$ cat config.mk
export PLATFORM = sky130hd
export DESIGN_NAME = demux_lane_collector
export DESIGN_NICKNAME = d
export VERILOG_FILES = /design/src/rtl/demux_lane_collector.sv
export SDC_FILE = /design/constraint.sdc
export NUM_CORES = 1
export LEC_CHECK = 0
export BUFFER_PORTS_ARGS = -buffer_cell sky130_fd_sc_hd__buf_2
export CAP_MARGIN = 20
export CORE_MARGIN = 10
export CORE_UTILIZATION = 60
export CTS_CLUSTER_DIAMETER = 30
export DETAILED_ROUTE_END_ITERATION = 7
export PLACE_DENSITY = 0.79
export SYNTH_ARGS = -nofsm -noshare
export SYNTH_HDL_FRONTEND = slang
export SYNTH_SLANG_ARGS = --single-unit
$ cat constraint.sdc
create_clock -name clk -period 3.7 [get_ports clk]
set_input_delay 0.185 -clock clk [delete_from_list [all_inputs] [get_ports clk]]
set_output_delay 0.185 -clock clk [all_outputs]
set_load 0.005 [all_outputs]
$ cat src/rtl/demux_lane_collector.sv
// Collects the bits routed by a 1-to-4 demux into per-lane LSB-first words and
// queues completed {lane, word} pairs in a fall-through FIFO with sticky error flags.
module demux_lane_collector #(
  parameter int WIDTH = 8,
  parameter int DEPTH = 4
) (
  input  logic                     clk,
  input  logic                     rst,
  input  logic                     en,
  input  logic [1:0]               s,
  input  logic [3:0]               y,
  input  logic                     flush,
  output logic                     out_valid,
  input  logic                     out_ready,
  output logic [1:0]               out_lane,
  output logic [WIDTH-1:0]         out_data,
  output logic [$clog2(DEPTH):0]   fifo_level,
  output logic                     overflow,
  output logic                     protocol_err
);

  localparam int CW = $clog2(WIDTH) + 1;
  localparam int PW = $clog2(DEPTH);
  localparam int LW = $clog2(DEPTH) + 1;
  localparam int EW = WIDTH + 2;

  logic [3:0][WIDTH-1:0]   sr_q, sr_d;
  logic [3:0][CW-1:0]      cnt_q, cnt_d;
  logic [DEPTH-1:0][EW-1:0] mem_q, mem_d;
  logic [PW-1:0]           wr_ptr_q, wr_ptr_d;
  logic [PW-1:0]           rd_ptr_q, rd_ptr_d;
  logic [LW-1:0]           level_q, level_d;
  logic                    overflow_q, overflow_d;
  logic                    proto_q, proto_d;

  logic                    bit_in;
  logic                    complete;
  logic                    push;
  logic                    pop;
  logic [WIDTH-1:0]        word;
  logic [EW-1:0]           head;

  always_comb begin
    sr_d       = sr_q;
    cnt_d      = cnt_q;
    mem_d      = mem_q;
    wr_ptr_d   = wr_ptr_q;
    rd_ptr_d   = rd_ptr_q;
    level_d    = level_q;
    overflow_d = overflow_q;
    proto_d    = proto_q;
    bit_in     = y[s];
    complete   = 1'b0;
    word       = '0;
    pop        = (level_q != '0) && out_ready;

    // Only the selected output may be high while enabled; nothing may be high otherwise.
    if (en) begin
      proto_d = proto_q | (|(y & ~(4'b0001 << s)));
    end else begin
      proto_d = proto_q | (|y);
    end

    if (flush) begin
      sr_d  = '0;
      cnt_d = '0;
    end else if (en) begin
      word = {bit_in, sr_q[s][WIDTH-1:1]};
      if (cnt_q[s] == CW'(WIDTH - 1)) begin
        complete = 1'b1;
        sr_d[s]  = '0;
        cnt_d[s] = '0;
      end else begin
        sr_d[s]  = word;
        cnt_d[s] = cnt_q[s] + CW'(1);
      end
    end

    // A full FIFO still accepts a push when the head leaves in the same cycle.
    push = complete && ((level_q != LW'(DEPTH)) || pop);
    if (complete && !push) begin
      overflow_d = 1'b1;
    end

    if (push) begin
      mem_d[wr_ptr_q] = {s, word};
      wr_ptr_d        = wr_ptr_q + PW'(1);
    end
    if (pop) begin
      rd_ptr_d = rd_ptr_q + PW'(1);
    end

    case ({push, pop})
      2'b10:   level_d = level_q + LW'(1);
      2'b01:   level_d = level_q - LW'(1);
      default: level_d = level_q;
    endcase
  end

  always_ff @(posedge clk) begin
    if (rst) begin
      sr_q       <= '0;
      cnt_q      <= '0;
      mem_q      <= '0;
      wr_ptr_q   <= '0;
      rd_ptr_q   <= '0;
      level_q    <= '0;
      overflow_q <= 1'b0;
      proto_q    <= 1'b0;
    end else begin
      sr_q       <= sr_d;
      cnt_q      <= cnt_d;
      mem_q      <= mem_d;
      wr_ptr_q   <= wr_ptr_d;
      rd_ptr_q   <= rd_ptr_d;
      level_q    <= level_d;
      overflow_q <= overflow_d;
      proto_q    <= proto_d;
    end
  end

  assign head         = mem_q[rd_ptr_q];
  assign out_valid    = (level_q != '0);
  assign out_lane     = out_valid ? head[EW-1:WIDTH] : 2'b00;
  assign out_data     = out_valid ? head[WIDTH-1:0] : '0;
  assign fifo_level   = level_q;
  assign overflow     = overflow_q;
  assign protocol_err = proto_q;

endmodule

==> flow_summary.ini, run 1 <==
[status]
status = finished clean

[yosys]
yosys-top-cells-area = dfxtp_1 (43%), mux4_2 (11%), mux2i_1 (7.4%), a21oi_1 (5.3%), nand2b_1 (4.8%)
synth_top_family_by_area = simple AND/OR/NAND/NOR gates
synthSimpleGateAreaFrac_pct = 20.9
synth.cell_area_um2 = 4340
synth_cells = 457
synth_xor_xnor_area_share_pct = 1.01
avgSynthCellArea_um2 = 9.49
syn-num-nets = 475
synth_top_cell_by_area = dfxtp_1
synthAdderAreaFrac_pct = 2.19
synth_cell_types = 36
ys_seq_area_share_pct = 42.9
yosysTopAreaCellShare_pct = 42.9
synth-seq-cells = 93
synthMuxAreaShare_pct = 19.1
synth_compound_area_share_pct = 9.49
ys.warnings.count = 0

[worst_hold_path]
hold_depth = 3
hold_start = y[0]
min_to = protocol_err$_SDFF_PP0_
min_path_type = in -> reg

[worst_setup_path]
worstSetupEndpointType = flip-flop
r2r-end = fifo_level[2]$_SDFFE_PP0P_
worstPathMaxFanout = 13
worstPathArrival_ps = 3260
r2r_cells = 11
start_kind = flip-flop
crit_type = reg -> reg
r2r-start = cnt_q[12]$_SDFFE_PP0P_
r2r_slack_ps = 730
cp_data_required_time_ps = 3990

[timing]
hold_slack_ps = 121
tightestPinTransition_ps = 900
setup_viol = 0
skew_ps = 7.79
finalHoldViolations = 0
setup_tns_ps = 0
rsz0062_at_grt = false
layout_min_cycle_time_ps = 2970
timing.final.ws_setup_ps = 730
slew_violations = 0
fin_crit_sh_pct = 80.3
relSlewSlack_pct = 39.8
timing.fmax_mhz = 337

[floorplan]
ios = 27
fp.dieArea_um2 = 11000
start_util_pct = 62.8
chipWidth_um = 105
die_y_um = 105
core.rowCount = 30
core-area_um2 = 6910

[route]
wl_per_cell_um = 16.6
via_per_inst = 5.84
drc_errors = 0
dr.pass1.iters = 4
wl_mm = 9.39
antenna_left = 0
drt_iter0_markers = 180
num_vias = 3300

[finish]
area_growth_pct = 7.91
layout_commonest_cell = dfxtp_1
drive_gt1_share_pct = 16.0
post-route-util_pct = 67.8
nNetsFinal = 482
layout_common_cells = dfxtp_1 (93), nand2_1 (46), a21oi_1 (46), nand3_1 (38), nand2b_1 (33)
diodes = 0
stdcell_area_um2 = 4680

[power]
p_sw_share_pct = 22.7
power_density_nw_per_um2 = 382
worst_ir_drop_vdd_mv = 0.315
intPower_mw = 1.38
seqPwrFrac_pct = 56.3
p_switching_mw = 0.405
comb_power_share_pct = 4.8
leakage_nw = 1.80
pwr-share-clk_pct = 38.9

[cts]
clock_path_buffers = 2
post_cts_buffers = 0
clock_latency_ps = 360
hold_buffers = 0
path_clk_slew_ps = 90
ctsResizeCount = 0
tritoncts = built
cts_sinks = 93
clock_tree.root_cell = clkbuf_8
cts-htree-levels = 3
cts_buffers = 9

[global_routing]
use_met1_pct = 22.2
top_usage_layer = met2
use_met2_pct = 27.4
antenna_found_initial = 0
grtUsageTotal_pct = 17.3
grt_overflow = 0
grtUsageMet3_pct = 3.50
grt_pass1_wl_mm = 16.0
grt_pass1_vias = 3221
grt_start_max_net_pins = 57

[run]
cap_violations = 0

[placement]
hpwl_mm = 6.12
globalplace.congestion = 0.814
dp_slack_ps = 506
placed_cell_area_um2 = 4470
numPortBuffers = 26
-- worst max path at each step --
stage	from	to	slack [ps]	depth (start not counted)
detailed placement	s[0]	fifo_level[2]$_SDFFE_PP0P_	510	12
CTS	cnt_q[12]$_SDFFE_PP0P_	fifo_level[2]$_SDFFE_PP0P_	740	11
global route	cnt_q[12]$_SDFFE_PP0P_	fifo_level[2]$_SDFFE_PP0P_	550	11
finish	cnt_q[12]$_SDFFE_PP0P_	fifo_level[2]$_SDFFE_PP0P_	730	11
global placement	s[0]	fifo_level[2]$_SDFFE_PP0P_	580	12
floorplan	s[0]	fifo_level[2]$_SDFFE_PP0P_	930	12
-- cells by family after synthesis --
family	after synthesis
buffers and inverters	44
AND/OR/NAND/NOR	175
XOR/XNOR	5
adder cells (fa/ha/maj)	7
multiplexers	55
flip-flops	93
AO/OA/AOI/OAI	78
-- routing by layer --
metal | wire length [µm] | up-vias | part of all wire, %
met5 | 0 | - | 0
met4 | 177 | 0 | 1.9
li1 | - | 1609 | -
met1 | 4110 | 1574 | 44
met3 | 596 | 17 | 6.3
met2 | 4500 | 100 | 48
-- cell type report --
cell class | instances | area (µm²)
clock inverters | 5 | 56.3
fillers | 585 | 2230
inverters | 9 | 33.8
well taps | 96 | 120
clock buffers | 11 | 151
repair buffers | 31 | 168
flip-flops and latches | 93 | 1860
multi-input cells | 320 | 2290
-- Yosys cell counts (all sizes together) --
master	instances
o21ai	24
o32ai	1
and3	3
nand3	38
nand2	46
nor3	2
dfxtp	93
nand3b	2
or4b	1
nand4	3
xor2	3
mux4	22
or3	7
nor2b	9
xnor2	2
ha	6
nor3b	1
and2	11
a211oi	4
nor2	15
a21oi	46
a31oi	2
nor4b	1
fa	1
nand2b	33
and3b	1
or2	2
mux2i	32
mux2	1
clkbuf	25
a311o	1
buf	10
inv	9
-- flip-flops by register name, summed over array words and instances, names as in the netlist --
signal        flops
wr_ptr_q          2
protocol_err      1
sr_q             28
overflow          1
rd_ptr_q          2
cnt_q            16
fifo_level        3
mem_q            40
-- power by group through the flow --
stage | clock network (mW) | logic, mW | registers, mW
after floorplan | 0 | 0.0630 | 1.03
after global placement | 0 | 0.0848 | 1.03
after detailed placement | 0 | 0.0857 | 1.03
after CTS | 0.708 | 0.0862 | 1.01
after global routing | 0.749 | 0.0946 | 1.01
final | 0.695 | 0.0862 | 1.01
-- worst max-delay path: stages, from the launching register on --
cell     delay [ps]
dfxtp_1         320
mux4_2          520
ha_1            270
and3b_2         310
and3_1          190
inv_1            70
ha_1            170
inv_1            60
fa_1            370
xor2_1          160
or3_1           300
a21oi_1         150
-- metrics by stage --
stage,power [mW],cells
after floorplan,1.09,457
after CTS,1.80,565
after global routing,1.85,565
after global placement,1.11,549
final,1.79,565
after detailed placement,1.12,549
No activity file was read; power rests on OpenSTA's default activity.
==> run 2, diff against run 1 <==
--- a/config.mk
+++ b/config.mk
@@ -5,13 +5,14 @@
 export SDC_FILE = /design/constraint.sdc
 export NUM_CORES = 1
 export LEC_CHECK = 0
+export ABC_AREA = 1
 export BUFFER_PORTS_ARGS = -buffer_cell sky130_fd_sc_hd__buf_2
 export CAP_MARGIN = 20
 export CORE_MARGIN = 10
-export CORE_UTILIZATION = 60
+export CORE_UTILIZATION = 55
 export CTS_CLUSTER_DIAMETER = 30
 export DETAILED_ROUTE_END_ITERATION = 7
-export PLACE_DENSITY = 0.79
+export PLACE_DENSITY = 0.76
 export SYNTH_ARGS = -nofsm -noshare
 export SYNTH_HDL_FRONTEND = slang
 export SYNTH_SLANG_ARGS = --single-unit
==> constraint.sdc (replaced) <==
create_clock -name clk -period 2.38 [get_ports clk]
set_input_delay 0.119 -clock clk [delete_from_list [all_inputs] [get_ports clk]]
set_output_delay 0.119 -clock clk [all_outputs]
set_load 0.005 [all_outputs]
==> run 2 against run 1 <==
- wire length is 14% higher
- non-clock buffer count rose by 17
- global-route usage up 0.83 points
- sequential power up 58%
- maximum frequency up 39%
- clock power is 45% higher
- critical endpoint unchanged
- highest routed layer unchanged
==> flow_summary.ini, run 2 <==
[yosys]
yosys_most_used_dff = dfxtp_1
synth_top_cell_by_area = dfxtp_1
yosys-top-cells-area = dfxtp_1 (42%), nand2_1 (14%), nor2_1 (9.0%), a21oi_1 (8.4%), o21ai_0 (7.4%)
ys_seq_area_share_pct = 41.7
synth_common_cells = nand2_1 (164), nor2_1 (107), dfxtp_1 (93), a21oi_1 (75), o21ai_0 (66)
synth_top_family_by_area = simple AND/OR/NAND/NOR gates
yosysMostFrequentCell = nand2_1
yosysTopAreaCellShare_pct = 41.7
ys.warnings.count = 0
synthMuxAreaShare_pct = 0
synth.cell_area_um2 = 4460
synth_cell_types = 27
avgSynthCellArea_um2 = 6.69
syn-num-nets = 685
synth_cells = 667
synth_compound_area_share_pct = 16.3
synthAdderAreaFrac_pct = 2.13
synth_edf_count = 0
synth_xor_xnor_area_share_pct = 0.196
synth-seq-cells = 93
synthSimpleGateAreaFrac_pct = 30.9
async_flop_share_pct = 0

[worst_setup_path]
r2r_slack_ps = 240
r2r-start = cnt_q[4]$_SDFFE_PP0P_
worstSetupEndpointType = flip-flop
worstPathArrival_ps = 2390
worstPathMaxFanout = 3
cp_data_required_time_ps = 2630
r2r-end = fifo_level[2]$_SDFFE_PP0P_
r2r_cells = 15
crit_type = reg -> reg
start_kind = flip-flop

[worst_hold_path]
hold_depth = 3
min_to = protocol_err$_SDFF_PP0_
hold_start = y[1]
min_path_type = in -> reg

[power]
worst_ir_drop_vdd_mv = 0.376
pwr-share-clk_pct = 34.3
power_density_nw_per_um2 = 602
seqPwrFrac_pct = 54.0
p_sw_share_pct = 25.7
p_switching_mw = 0.760
comb_power_share_pct = 11.6
leakage_nw = 2.21
intPower_mw = 2.19

[finish]
layout_commonest_cell = nand2_1
drive_gt1_share_pct = 10.6
layout_common_cells = nand2_1 (163), nor2_1 (107), dfxtp_1 (93), a21oi_1 (75), o21ai_0 (64)
reg_top3 = mem_q (40), sr_q (28), cnt_q (16)
nNetsFinal = 706
area_growth_pct = 9.87
largest_reg_flops = 40
diodes = 0
n_fill_cell = 719
regMostFlops = mem_q
final_cell_count_no_fill = 793

[cts]
clock_path_buffers = 2
post_cts_buffers = 0
cts_sinks = 93
tritoncts = built
path_clk_slew_ps = 90
cts_buffers = 9
clock_latency_ps = 350
clock_tree.root_cell = clkbuf_8
cts-htree-levels = 3

[route]
wl_mm = 10.7
wl_per_cell_um = 13.5
num_vias = 4208
via_per_inst = 5.31
dr.pass1.iters = 5
antenna_left = 0
drc_errors = 0
drt_iter0_markers = 278

[placement]
placed_cells = 778
globalplace.congestion = 0.841
numPortBuffers = 26
hpwl_mm = 7.20

[timing]
slew_violations = 0
timing.fmax_mhz = 467
setup_tns_ps = 0
fin_crit_sh_pct = 89.9
relSlewSlack_pct = 49.7
rsz0062_at_grt = false
layout_min_cycle_time_ps = 2140
setup_viol = 0
tightestPinTransition_ps = 754
skew_ps = 10.7
finalHoldViolations = 0

[floorplan]
core.rowCount = 32
core-area_um2 = 7810
die_y_um = 110
start_util_pct = 57.2
fp.dieArea_um2 = 12100
ios = 27
chipWidth_um = 110

[global_routing]
grt_overflow = 0
antenna_found_initial = 0
grt_pass1_vias = 3823
grt_start_max_net_pins = 47
grt_pass1_wl_mm = 18.0
grtUsageTotal_pct = 18.1

[status]
status = finished clean

[run]
cap_violations = 0
## run 2: cell type report
class | count | area (µm²) | share of cell area (%)
clock buffer | 12 | 145 | 2.96
clock inverter | 2 | 35.0 | 0.714
inverter | 59 | 221 | 4.52
multi-input combinational | 477 | 2220 | 45.2
sequential | 93 | 1860 | 38.0
tap | 102 | 128 | 2.60
timing repair buffer | 48 | 298 | 6.07
## run 2: metrics by stage
| stage | power (mW) | util [%] | setup WS, ps | hold slack [ps] | area [µm²] |
|---|---|---|---|---|---|
| 5_1_grt | 3.07 | 62.8 | 17.3 | 79.4 | 4900 |
| 6_report | 2.95 | 62.8 | 241 | 79.2 | 4900 |
| 4_1_cts | 2.97 | 62.8 | 184 | 68.0 | 4900 |
| 3_5_place_dp | 1.97 | 60.4 | 33.6 | 366 | 4710 |
| 2_1_floorplan | 1.86 | - | 27.0 | 188 | 4460 |
| 3_3_place_gp | 1.96 | 60.4 | 91.6 | 366 | 4710 |
## run 2: worst max-delay path by stage
stage,to,depth (start not counted),from
after floorplan,fifo_level[2]$_SDFFE_PP0P_,18,s[0]
after global placement,fifo_level[2]$_SDFFE_PP0P_,17,s[0]
after detailed placement,fifo_level[2]$_SDFFE_PP0P_,17,s[0]
after CTS,fifo_level[2]$_SDFFE_PP0P_,15,cnt_q[4]$_SDFFE_PP0P_
after global routing,fifo_level[2]$_SDFFE_PP0P_,15,cnt_q[8]$_SDFFE_PP0P_
final,fifo_level[2]$_SDFFE_PP0P_,15,cnt_q[4]$_SDFFE_PP0P_
## run 2: power groups by stage
| stage | clock [mW] | combinational, mW | sequential (mW) |
|---|---|---|---|
| after floorplan | 0 | 0.224 | 1.63 |
| after global placement | 0 | 0.333 | 1.63 |
| after detailed placement | 0 | 0.336 | 1.63 |
| after CTS | 1.03 | 0.340 | 1.59 |
| after global routing | 1.09 | 0.384 | 1.60 |
| final | 1.01 | 0.343 | 1.60 |
## run 2: per-layer routing
| metal | track usage, % | routed length (µm) | up-vias |
|---|---|---|---|
| met3 | 3.02 | 655 | 19 |
| met1 | 23.6 | 4800 | 1885 |
| met4 | 6.15 | 186 | 0 |
| met5 | 0 | 0 | - |
| met2 | 29.9 | 5060 | 115 |
| li1 | - | - | 2189 |
## run 2: timing repair
item                                   4_1_cts  5_1_grt
hold buffers                                 1        0
gates resized for setup                      0        3
endpoints found under the hold margin        3        0
setup endpoints to repair                    0        1
## run 2: kinds of logic (layout without fill, tap and decap cells)
family,Yosys count,in the layout
AO/OA/AOI/OAI,144,144
XOR/XNOR,1,1
adder cells (fa/ha/maj),7,7
buffers and inverters,97,121
flip-flops,93,93
AND/OR/NAND/NOR,325,325
## run 2: worst max-delay path: stages, from the launching register on
cell	delay, ps
dfxtp_1	310
nand2_1	60
nand2_1	50
nand2_1	70
nand2_1	90
ha_1	230
nand2_2	120
nor2_8	40
nand3_4	50
ha_1	140
inv_1	70
fa_1	380
a21oi_1	140
o21ai_1	90
o21ai_1	130
a21oi_1	60
